`config.mk`:
```
export PLATFORM = sky130hd
export DESIGN_NAME = riscv_trace_buffer
export DESIGN_NICKNAME = d
export VERILOG_FILES = /design/src/rtl/riscv_trace_pkg.sv /design/src/rtl/trace_fifo.sv /design/src/rtl/riscv_trace_buffer.sv
export SDC_FILE = /design/constraint.sdc
export NUM_CORES = 1
export LEC_CHECK = 0
export BUFFER_PORTS_ARGS = -buffer_cell sky130_fd_sc_hd__buf_2
export CORE_MARGIN = 2
export CORE_UTILIZATION = 30
export CTS_CLUSTER_SIZE = 28
export DETAILED_ROUTE_END_ITERATION = 6
export SETUP_SLACK_MARGIN = 0.05
export SYNTH_ARGS = -nofsm -noshare
export SYNTH_HDL_FRONTEND = slang
export SYNTH_SLANG_ARGS = --single-unit
export TNS_END_PERCENT = 50
```
`constraint.sdc`:
```
create_clock -name clk -period 10.8 [get_ports clk]
set_input_delay 1.62 -clock clk [delete_from_list [all_inputs] [get_ports clk]]
set_output_delay 1.62 -clock clk [all_outputs]
set_load 0.01 [all_outputs]
```
`src/rtl/riscv_trace_pkg.sv`:
```
// riscv_trace_pkg: shared trace entry layout and kind bit positions.
// The ts field exists only when RISCV_TRACE_TIMESTAMP_EN is defined.
package riscv_trace_pkg;
   localparam int TRACE_DATA_W = 32;
   localparam int TRACE_ADDR_W = 9;
   localparam int TRACE_CNT_W  = 16;
   localparam int KIND_REG = 0;
   localparam int KIND_MEM = 1;
   localparam int KIND_WR  = 2;
   typedef struct packed {
      logic [2:0]              kind;
      logic [4:0]              reg_num;
      logic [TRACE_DATA_W-1:0] reg_data;
      logic [TRACE_ADDR_W-1:0] addr;
      logic [TRACE_DATA_W-1:0] mem_data;
`ifdef RISCV_TRACE_TIMESTAMP_EN
      logic [TRACE_CNT_W-1:0]  ts;
`endif
   } trace_entry_t;
endpackage

```
`src/rtl/trace_fifo.sv`:
```
// trace_fifo: show-ahead synchronous FIFO; dout reads 0 while empty.
// A push into a full FIFO is accepted only when a pop frees a slot in the same cycle.
module trace_fifo #(
   parameter  int W     = 8,
   parameter  int DEPTH = 16,
   localparam int AW    = $clog2(DEPTH)
) (
   input  logic          clk,
   input  logic          reset,
   input  logic          push,
   input  logic          pop,
   input  logic [W-1:0]  din,
   output logic [W-1:0]  dout,
   output logic          full,
   output logic          empty,
   output logic [AW:0]   level
);
   logic [W-1:0]  mem_q [DEPTH];
   logic [AW-1:0] wr_q, rd_q;
   logic [AW:0]   level_q, level_d;
   logic          do_push, do_pop;
   assign empty   = level_q == '0;
   assign full    = level_q == (AW+1)'(DEPTH);
   assign do_pop  = pop && !empty;
   assign do_push = push && (!full || do_pop);
   assign level   = level_q;
   assign dout    = empty ? '0 : mem_q[rd_q];
   always_comb begin
      level_d = do_push && !do_pop ? level_q + 1'b1 :
                !do_push && do_pop ? level_q - 1'b1 : level_q;
   end
   always_ff @(posedge clk) begin
      if (!reset) begin
         wr_q    <= '0;
         rd_q    <= '0;
         level_q <= '0;
      end else begin
         if (do_push) wr_q <= wr_q + 1'b1;
         if (do_pop) rd_q <= rd_q + 1'b1;
         level_q <= level_d;
      end
   end
   always_ff @(posedge clk) begin
      if (do_push) mem_q[wr_q] <= din;
   end
endmodule

```
`src/rtl/riscv_trace_buffer.sv`:
```
// riscv_trace_buffer: packs core writeback/memory events into a drop-on-overflow trace FIFO.
// Define RISCV_TRACE_TIMESTAMP_EN to stamp entries with a free-running cycle counter.
module riscv_trace_buffer
   import riscv_trace_pkg::*;
#(
   parameter int DATA_W = TRACE_DATA_W,
   parameter int ADDR_W = TRACE_ADDR_W,
   parameter int DEPTH  = 16,
   parameter int CNT_W  = TRACE_CNT_W
) (
   input  logic                     clk,
   input  logic                     reset,
   input  logic                     capture_en,
   input  logic                     reg_write_sig,
   input  logic [4:0]               reg_num,
   input  logic [DATA_W-1:0]        reg_data,
   input  logic                     wr,
   input  logic                     rd,
   input  logic [ADDR_W-1:0]        addr,
   input  logic [DATA_W-1:0]        wr_data,
   input  logic [DATA_W-1:0]        rd_data,
   output logic                     out_valid,
   input  logic                     out_ready,
   output logic [2:0]               out_kind,
   output logic [4:0]               out_reg_num,
   output logic [DATA_W-1:0]        out_reg_data,
   output logic [ADDR_W-1:0]        out_addr,
   output logic [DATA_W-1:0]        out_mem_data,
   output logic [CNT_W-1:0]         out_ts,
   output logic [$clog2(DEPTH):0]   level,
   output logic                     overflow,
   output logic [CNT_W-1:0]         drop_count
);
   trace_entry_t din, dout;
   logic reg_ev, mem_ev, push, pop, full, empty, drop;
   logic             overflow_q;
   logic [CNT_W-1:0] drop_q, drop_d;
   assign reg_ev    = reg_write_sig && reg_num != 5'd0;
   assign mem_ev    = wr || rd;
   assign push      = capture_en && (reg_ev || mem_ev);
   assign out_valid = !empty;
   assign pop       = out_valid && out_ready;
   assign drop      = push && full && !pop;
   assign drop_d    = drop && drop_q != '1 ? drop_q + 1'b1 : drop_q;
`ifdef RISCV_TRACE_TIMESTAMP_EN
   logic [CNT_W-1:0] ts_q;
   always_ff @(posedge clk) ts_q <= !reset ? '0 : ts_q + 1'b1;
   assign out_ts = dout.ts;
`else
   assign out_ts = '0;
`endif
   // Absent halves of an entry are zeroed; a simultaneous wr/rd counts as a store.
   always_comb begin
      din                = '0;
      din.kind[KIND_REG] = reg_ev;
      din.kind[KIND_MEM] = mem_ev;
      din.kind[KIND_WR]  = wr;
      din.reg_num        = reg_ev ? reg_num : '0;
      din.reg_data       = reg_ev ? reg_data : '0;
      din.addr           = mem_ev ? addr : '0;
      din.mem_data       = wr ? wr_data : rd ? rd_data : '0;
`ifdef RISCV_TRACE_TIMESTAMP_EN
      din.ts             = ts_q;
`endif
   end
   always_ff @(posedge clk) begin
      if (!reset) begin
         overflow_q <= 1'b0;
         drop_q     <= '0;
      end else begin
         overflow_q <= overflow_q || drop;
         drop_q     <= drop_d;
      end
   end
   assign overflow     = overflow_q;
   assign drop_count   = drop_q;
   assign out_kind     = dout.kind;
   assign out_reg_num  = dout.reg_num;
   assign out_reg_data = dout.reg_data;
   assign out_addr     = dout.addr;
   assign out_mem_data = dout.mem_data;
   trace_fifo #(.W($bits(trace_entry_t)), .DEPTH(DEPTH)) u_fifo (
      .clk   (clk),
      .reset (reset),
      .push  (push),
      .pop   (pop),
      .din   (din),
      .dout  (dout),
      .full  (full),
      .empty (empty),
      .level (level)
   );
endmodule

```
==> flow_summary.json, run 1 <==
{
  "synth-edff-count": 1296,
  "worst_slew_pin_slew_ps": 1161,
  "io_buffers": 220,
  "core_sq_um": 169700,
  "place.gp.congestion": 0.7388,
  "numCtsBuffers": 143,
  "async_flop_share_pct": 0,
  "hold_path_depth": 2,
  "cts_hold_buffers": 0,
  "fin_skew_ps": 28.18,
  "rsz0062_at_grt": "false",
  "boundaryPins": 237,
  "cts_tree": "done",
  "finalHoldViolCount": 0,
  "num_vias": 24054,
  "post_cts_buffers": 0,
  "slew_headroom_pct": 22.42,
  "routedWlPerCell_microns": 24.72,
  "ant_nets": 0,
  "drtIter0Drc": 1628,
  "status": "finished, final reports clean",
  "grt.total_usage_pct": 13.81,
  "grt_pass1_wl_microns": 175700,
  "cts.clk_slew.worst_paths_ps": 60,
  "drtPass1Iterations": 5,
  "p_leak_nw": 18.34,
  "critPathLaunchType": "register",
  "max_clock_freq_mhz": 161.8,
  "avgViaCountPerCell": 4.903,
  "grt_max_degree": 126,
  "worstSkewPairLatency_ps": 780,
  "totalNegativeSetupSlack_ps": 0,
  "dieArea_sq_um": 174400,
  "fin_nets": 2702,
  "synth-seq-cells": 1330,
  "maxCapViolations": 0,
  "layout-area-overhead-vs-synth_pct": 16.24,
  "std_cell_rows": 151,
  "ys.flop_type": "edfxtp_1",
  "drive_gt1_share_pct": 30.37,
  "syn-instance-count": 2296,
  "crit_type": "reg2out",
  "finalSetupViolCount": 0,
  "final_util_pct": 35.17,
  "syn_avg_cell_area_sq_um": 22.36,
  "hold_path.class": "reg2reg",
  "slew_violations": 0,
  "cts-root-buf": "clkbuf_16",
  "worstSetupEndpointType": "primary output",
  "grt_pass1_vias": 25114,
  "cp.required_ps": 9180,
  "cp_data_arrival_time_ps": 4560,
  "fin_crit_sh_pct": 57.21,
  "antenna_found_initial": 16,
  "yosys.cell_types.count": 46,
  "r2r_cells": 6,
  "start_util_pct": 30.26,
  "overflow": 0,
  "seq_area_frac_synth_pct": 77.14,
  "p_per_area_nw_per_um2": 226.2,
  "ir_drop_uv": 265.9,
  "synth_area_sq_um": 51340,
  "dp_hpwl_microns": 66190,
  "wirelength_microns": 121300,
  "layout_min_cycle_time_ps": 6179,
  "die_w_microns": 417.7,
  "htreeDepth": 4,
  "cts.sinks": 1330,
  "ys.warnings.count": 0,
  "die_y_microns": 417.7,
  "worst-path-max-fanout": 45,
  "cts_resized": 0,
  "clk_path_buf_depth": 3,
  "drc": 0
}
==> final timing paths <==
path	endpoint	from	slack, ps
max	out_reg_data[19]	register	4620
min	overflow	overflow	480
max reg2reg	u_fifo.mem_q[13][34]	u_fifo.level[1]	6950
min reg2reg	overflow	overflow	480
==> Yosys cell counts, types with 2 or more instances <==
master	instances	area share (%)
nand4_1	6	0.073
buf_1	19	0.14
and2_1	42	0.51
dfxtp_1	34	1.3
nor4_1	5	0.061
nand3_1	14	0.14
buf_2	29	0.28
o21ai_0	9	0.088
buf_4	16	0.23
nor2b_1	11	0.13
ha_1	10	0.24
o22ai_1	81	0.99
xnor2_1	9	0.15
nand2_1	17	0.12
o31a_1	2	0.034
a21oi_1	13	0.13
xor2_1	6	0.10
edfxtp_1	1296	76
nor2_1	26	0.19
or3_1	9	0.11
nor4b_1	2	0.034
inv_1	7	0.051
and3_1	4	0.049
and4_1	2	0.034
mux4_2	324	14
nor3_1	8	0.078
nand2b_1	2	0.024
clkbuf_1	79	0.58
mux2i_1	166	3.2
a22o_1	32	0.55
==> state kept, by name, summed over array words and instances, names as in the netlist, named ones only <==
| name | count |
|---|---|
| overflow | 1 |
| drop_count | 16 |
| u_fifo.level | 5 |
| u_fifo.mem_q | 1296 |
| u_fifo.rd_q | 4 |
| u_fifo.wr_q | 4 |
==> routing by layer <==
layer	part of all wire, %	wire length, microns	global-route usage (%)	vias to the layer above
met3	4.9	5976	2.733	167
met5	0.098	119	0	-
met4	2.0	2452	3.732	20
met1	43	51560	18.19	12991
met2	50	61160	23.27	628
li1	-	-	-	10248
==> logic make-up after synthesis <==
kind of cell    share of synthesized area, %
mux                                    17.45
compound gates                         1.865
fa+ha+maj                             0.2827
flops                                  77.14
other cells                         0.007305
xor+xnor                              0.2559
buf+inv                                1.306
simple gates                           1.696
==> stage by stage <==
stage	std cells	hold slack (ps)	setup slack, ps	area [sq um]	power, W
finish	4906	484.3	4621	59670	0.01350
global route	4906	519.3	4137	59670	0.01407
CTS	4905	496.3	4279	59670	0.01373
detailed placement	4647	477.0	4955	55080	0.008971
global placement	4647	483.9	5063	55080	0.008953
floorplan	2311	459.1	2272	51390	0.007955
==> cell usage in the layout, fill, tap and decap left out, types with 23 or more instances in the layout <==
cell and instances:
clkbuf_1 26, edfxtp_1 1296, mux4_2 324, buf_2 219, clkinv_1 30, o22ai_1 81
and2_1 38, dfxtp_1 31, clkinv_2 23, buf_4 41, a22o_1 32, mux2i_1 166
clkbuf_16 145
==> power breakdown <==
| part | internal [W] | switching (W) |
|---|---|---|
| Clock | 0.00271 | 0.00204 |
| Sequential | 0.00580 | 0.0000927 |
| Combinational | 0.00129 | 0.00157 |
| Total | 0.00981 | 0.00370 |
==> worst max-delay path, cell delays in order, from the launching register on <==
cell and delay (ps):
dfxtp_4 730, buf_4 900, buf_4 770, mux4_2 600, mux2i_1 170, o22ai_1 260, buf_2 290
==> cell type report <==
class | instances | area (sq um)
well taps | 2218 | 2775
inverters | 7 | 26.28
flip-flops and latches | 1330 | 39610
multi-input cells | 830 | 11230
clock buffers | 171 | 3726
diodes | 1 | 2.502
repair buffers | 262 | 1444
fillers | 15590 | 110000
clock inverters | 87 | 862.1
No activity file was read; power rests on OpenSTA's default activity.
==> inputs of run 2 (changes only) <==
==> constraint.sdc (replaced) <==
create_clock -name clk -period 5.5 [get_ports clk]
set_input_delay 0.825 -clock clk [delete_from_list [all_inputs] [get_ports clk]]
set_output_delay 0.825 -clock clk [all_outputs]
set_load 0.01 [all_outputs]
==> flow_summary.json, run 2 (synthesized netlist as in run 1, its figures left out) <==
{
  "cpLargestDelayFamily": "simple AND/OR/NAND/NOR gates",
  "drtIter0Drc": 1904,
  "min_from": "reset",
  "fin_skew_ps": 23.76,
  "boundaryPins": 237,
  "finalHoldViolCount": 0,
  "place_area_sq_um": 55500,
  "setup_ws_ps": 852.8,
  "fin_crit_sh_pct": 84.49,
  "drtPass1Iterations": 5,
  "timing.rr.end": "u_fifo.level[4]",
  "hold_path.class": "in2reg",
  "post_cts_buffers": 0,
  "grt.total_usage_pct": 13.71,
  "cp_slowest_stage_delay_ps": 820,
  "core_sq_um": 169700,
  "dp_hpwl_microns": 67850,
  "num_vias": 23829,
  "cts_hold_buffers": 0,
  "r2r_cells": 11,
  "cp.required_ps": 4680,
  "p_int_w": 0.01909,
  "cts_tree": "done",
  "seqPwrFrac_pct": 44.2,
  "fin_nets": 2715,
  "p_per_area_nw_per_um2": 437.6,
  "holdWs_ps": 367.5,
  "maxCapViolations": 0,
  "critPathLaunchType": "register",
  "place_ws_ps": 1341,
  "wirelength_microns": 120700,
  "fillerInstances": 15552,
  "io_buffers": 220,
  "switchingPower_w": 0.007078,
  "slew_headroom_pct": 22.76,
  "htreeDepth": 4,
  "layout_min_cycle_time_ps": 4647,
  "r2r_slack_ps": 2350,
  "rsz0062_at_grt": "false",
  "worstSetupEndpointType": "primary output",
  "design_area_sq_um": 59810,
  "die_w_microns": 417.7,
  "numCtsBuffers": 137,
  "ant_nets": 0,
  "routedWlPerCell_microns": 24.59,
  "place.gp.congestion": 0.7497,
  "std_cell_rows": 151,
  "largest-register": "u_fifo.mem_q",
  "cp_cell_sequence": "nor4_4 > or2b_1 > nand2b_4 > buf_4 > o22ai_1 > buf_2",
  "clk_path_buf_depth": 3,
  "max_clock_freq_mhz": 215.2,
  "hold_path_depth": 3,
  "cp_data_arrival_time_ps": 3820,
  "slew_violations": 0,
  "final_cell_mix": "1,296 x edfxtp_1, 324 x mux4_2, 219 x buf_2",
  "power_frac_clock_pct": 34.1,
  "cts.clk_slew.worst_paths_ps": 60,
  "ir_drop_uv": 342.3,
  "worst_slew_pin_slew_ps": 1156,
  "cts_resized": 0,
  "largest_reg_flops": 1296,
  "cpMaxStageDelayCell": "nand2b_4",
  "antenna_found_initial": 6,
  "crit_type": "reg2out",
  "die_y_microns": 417.7,
  "start_util_pct": 30.26,
  "status": "finished, final reports clean",
  "layout-area-overhead-vs-synth_pct": 16.50,
  "cts-root-buf": "clkbuf_16",
  "cts.sinks": 1330,
  "combPwrFrac_pct": 21.7,
  "whs_endpoint": "drop_count[2]",
  "grt_pass1_vias": 24940,
  "totalNegativeSetupSlack_ps": 0,
  "worst-path-max-fanout": 56,
  "p_leak_nw": 18.36,
  "grt_max_degree": 93,
  "worstSkewPairLatency_ps": 750,
  "overflow": 0,
  "grt_pass1_wl_microns": 174500,
  "finalSetupViolCount": 0,
  "drc": 0,
  "dieArea_sq_um": 174400,
  "final_common_cell": "edfxtp_1",
  "drive_gt1_share_pct": 30.17,
  "rr_startpoint": "u_fifo.level[0]",
  "power.share.switching_pct": 27.04,
  "total_power_w": 0.02617,
  "avgViaCountPerCell": 4.853,
  "path_buf_inv": 2
}
-- run 2: power by group through the flow --
stage / clock network [W] / logic, W / registers, W
floorplan: 0 / 0.00396 / 0.0117
global route: 0.00951 / 0.00615 / 0.0116
finish: 0.00891 / 0.00569 / 0.0116
global placement: 0 / 0.00588 / 0.0118
CTS: 0.00913 / 0.00590 / 0.0116
detailed placement: 0 / 0.00589 / 0.0118
-- run 2: how the worst max path moves through the flow --
stage,startpoint,to,depth (start not counted)
floorplan,wr,u_fifo.mem_q[4][0],6
global placement,wr,u_fifo.level[4],14
detailed placement,wr,u_fifo.level[4],14
CTS,u_fifo.level[0],out_reg_data[17],6
global route,u_fifo.level[0],out_reg_data[17],6
finish,u_fifo.level[0],out_reg_data[17],6
-- run 2: per-layer routing --
| layer | vias to the layer above | track usage, % | wire, microns |
|---|---|---|---|
| li1 | 10261 | - | - |
| met1 | 12824 | 17.76 | 50840 |
| met2 | 587 | 23.11 | 60870 |
| met3 | 149 | 2.977 | 6113 |
| met4 | 8 | 4.002 | 2849 |
| met5 | - | 0 | 49 |
-- run 2: stage by stage --
step,cells,utilization [%]
floorplan,2311,-
global placement,4666,32.71
detailed placement,4666,32.71
CTS,4909,35.25
global route,4909,35.25
finish,4910,35.25
-- run 2: area by class of cell --
type,count,area (sq um),area share [%]
antenna,1,2.502,0.004184
timing repair buffer,281,1862,3.113
clock inverter,71,680.7,1.138
tap,2218,2775,4.640
inverter,7,26.28,0.04393
sequential,1330,39610,66.23
clock buffer,172,3623,6.059
multi-input combinational,830,11230,18.77
-- run 2: worst reg2reg max path, delay by kind of cell, from the launching register on --
family	cells	cell delay [ps]
AND/OR/NAND/NOR	4	1320
adder cells (fa/ha/maj)	2	650
AO/OA/AOI/OAI	3	510
flip-flops	1	390
buffers and inverters	1	110
XOR/XNOR	1	90
==> inputs of run 3 (changes only) <==
==> constraint.sdc (replaced) <==
create_clock -name clk -period 4 [get_ports clk]
set_input_delay 0.6 -clock clk [delete_from_list [all_inputs] [get_ports clk]]
set_output_delay 0.6 -clock clk [all_outputs]
set_load 0.01 [all_outputs]
==> flow_summary.json, run 3 (synthesized netlist as in run 1, its figures left out) <==
{
  "num_vias": 24101,
  "worstSetupEndpointType": "primary output",
  "drtIter0Drc": 1896,
  "drc": 0,
  "fin_nets": 2736,
  "overflow": 0,
  "grt_pass1_vias": 25313,
  "boundaryPins": 237,
  "io_buffers": 220,
  "clk_path_buf_depth": 3,
  "holdWs_ps": 140.5,
  "rr_startpoint": "u_fifo.level[0]",
  "finalHoldViolCount": 0,
  "r2r_slack_ps": 830,
  "final_util_pct": 35.46,
  "cp_data_arrival_time_ps": 3130,
  "ant_nets": 0,
  "layout_min_cycle_time_ps": 3733,
  "slew_headroom_pct": 25.95,
  "max_clock_freq_mhz": 267.9,
  "start_util_pct": 30.26,
  "critPathLaunchType": "register",
  "ir_drop_uv": 473.5,
  "placed_cells": 4683,
  "place.gp.congestion": 0.7171,
  "final_cells": 4935,
  "dieArea_sq_um": 174400,
  "min_from": "reset",
  "grt_max_degree": 80,
  "drive_gt1_share_pct": 30.96,
  "hold_path.class": "in2reg",
  "slew_violations": 0,
  "cts-root-buf": "clkbuf_16",
  "std_cell_rows": 151,
  "grt_pass1_wl_microns": 176500,
  "die_y_microns": 417.7,
  "cts.clk_slew.worst_paths_ps": 60,
  "largest_reg_flops": 1296,
  "numCtsBuffers": 140,
  "cts_hold_buffers": 0,
  "antenna_found_initial": 15,
  "wirelength_microns": 121800,
  "avgViaCountPerCell": 4.884,
  "fin_skew_ps": 31.17,
  "maxCapViolations": 0,
  "cts.sinks": 1330,
  "crit_type": "reg2out",
  "final_cell_mix": "1,296 x edfxtp_1, 324 x mux4_2, 219 x buf_2",
  "status": "finished, final reports clean",
  "dp_hpwl_microns": 66400,
  "htreeDepth": 4,
  "final_common_cell": "edfxtp_1",
  "layout-area-overhead-vs-synth_pct": 17.19,
  "drtPass1Iterations": 7,
  "timing.rr.end": "u_fifo.level[4]",
  "routedWlPerCell_microns": 24.69,
  "cts_tree": "done",
  "finalSetupViolCount": 0,
  "hold_path_depth": 3,
  "r2r_cells": 11,
  "worst_slew_pin_slew_ps": 1101,
  "cp.required_ps": 3400,
  "p_per_area_nw_per_um2": 604.8,
  "core_sq_um": 169700,
  "worstSkewPairLatency_ps": 770,
  "grt.total_usage_pct": 13.91,
  "totalNegativeSetupSlack_ps": 0,
  "largest-register": "u_fifo.mem_q",
  "p_leak_nw": 18.50,
  "worst-path-max-fanout": 22,
  "whs_endpoint": "drop_count[2]",
  "fin_crit_sh_pct": 93.33,
  "die_w_microns": 417.7,
  "rsz0062_at_grt": "false"
}
==> run 3: changes by cell type in the layout (fill, tap and decap cells not counted), sizes merged <==
cell	before	now
clkbuf	172	176
clkinvlp	2	7
diode	1	4
buf	281	299
clkinv	52	46
bufinv	8	9
==> run 3: how the worst max path moves through the flow <==
| stage | start | end | cells after the start |
|---|---|---|---|
| 3_3_place_gp | reg_write_sig | u_fifo.mem_q[9][48] | 8 |
| 6_report | u_fifo.level[0] | out_reg_data[27] | 6 |
| 5_1_grt | u_fifo.level[0] | out_reg_data[27] | 6 |
| 3_5_place_dp | reg_write_sig | u_fifo.mem_q[9][48] | 8 |
| 4_1_cts | u_fifo.level[0] | out_kind[2] | 6 |
| 2_1_floorplan | wr | u_fifo.mem_q[12][0] | 6 |
==> run 3: repair_timing <==
action / CTS / global route
setup endpoints to repair: 7 / 7
pin swaps: 0 / 0
gates resized for setup: 2 / 1
buffers inserted: 0 / 1
==> run 3: power breakdown <==
group          leakage (nW)  internal, W  switching (W)
combinational          4.26      0.00381        0.00424
clock                  2.12      0.00718        0.00531
sequential             12.1       0.0157       0.000182
total                  18.5       0.0266        0.00974
==> run 3: worst max-delay path, stage by stage (launching register included) <==
cell	delay, ps
dfxtp_1	390
nor4_4	410
or2b_1	430
nand2_8	340
buf_4	350
o22ai_1	220
buf_2	190
==> run 3: area by class of cell <==
type	count	area [sq um]
clock buffers	176	3702
flip-flops and latches	1330	39610
repair buffers	299	2072
well taps	2218	2775
diodes	4	10.01
clock inverters	71	690.7
inverters	7	26.28
fillers	15563	109500
multi-input cells	830	11270
==> run 3: metrics by stage <==
step	power, W	worst slack (ps)	cell area [sq um]
floorplan	0.02148	-1284	51410
global placement	0.02439	480.9	55730
detailed placement	0.02442	456.6	55730
CTS	0.03696	61.12	60140
global route	0.03792	85.33	60150
finish	0.03638	266.9	60160
==> run 3: metal layers <==
| layer | vias to the layer above | part of all wire (%) | GRT usage, % |
|---|---|---|---|
| met5 | - | 0.069 | 0 |
| met4 | 14 | 2.2 | 3.751 |
| met3 | 187 | 5.2 | 3.106 |
| met2 | 607 | 50 | 23.18 |
| met1 | 12971 | 43 | 18.32 |
| li1 | 10322 | - | - |
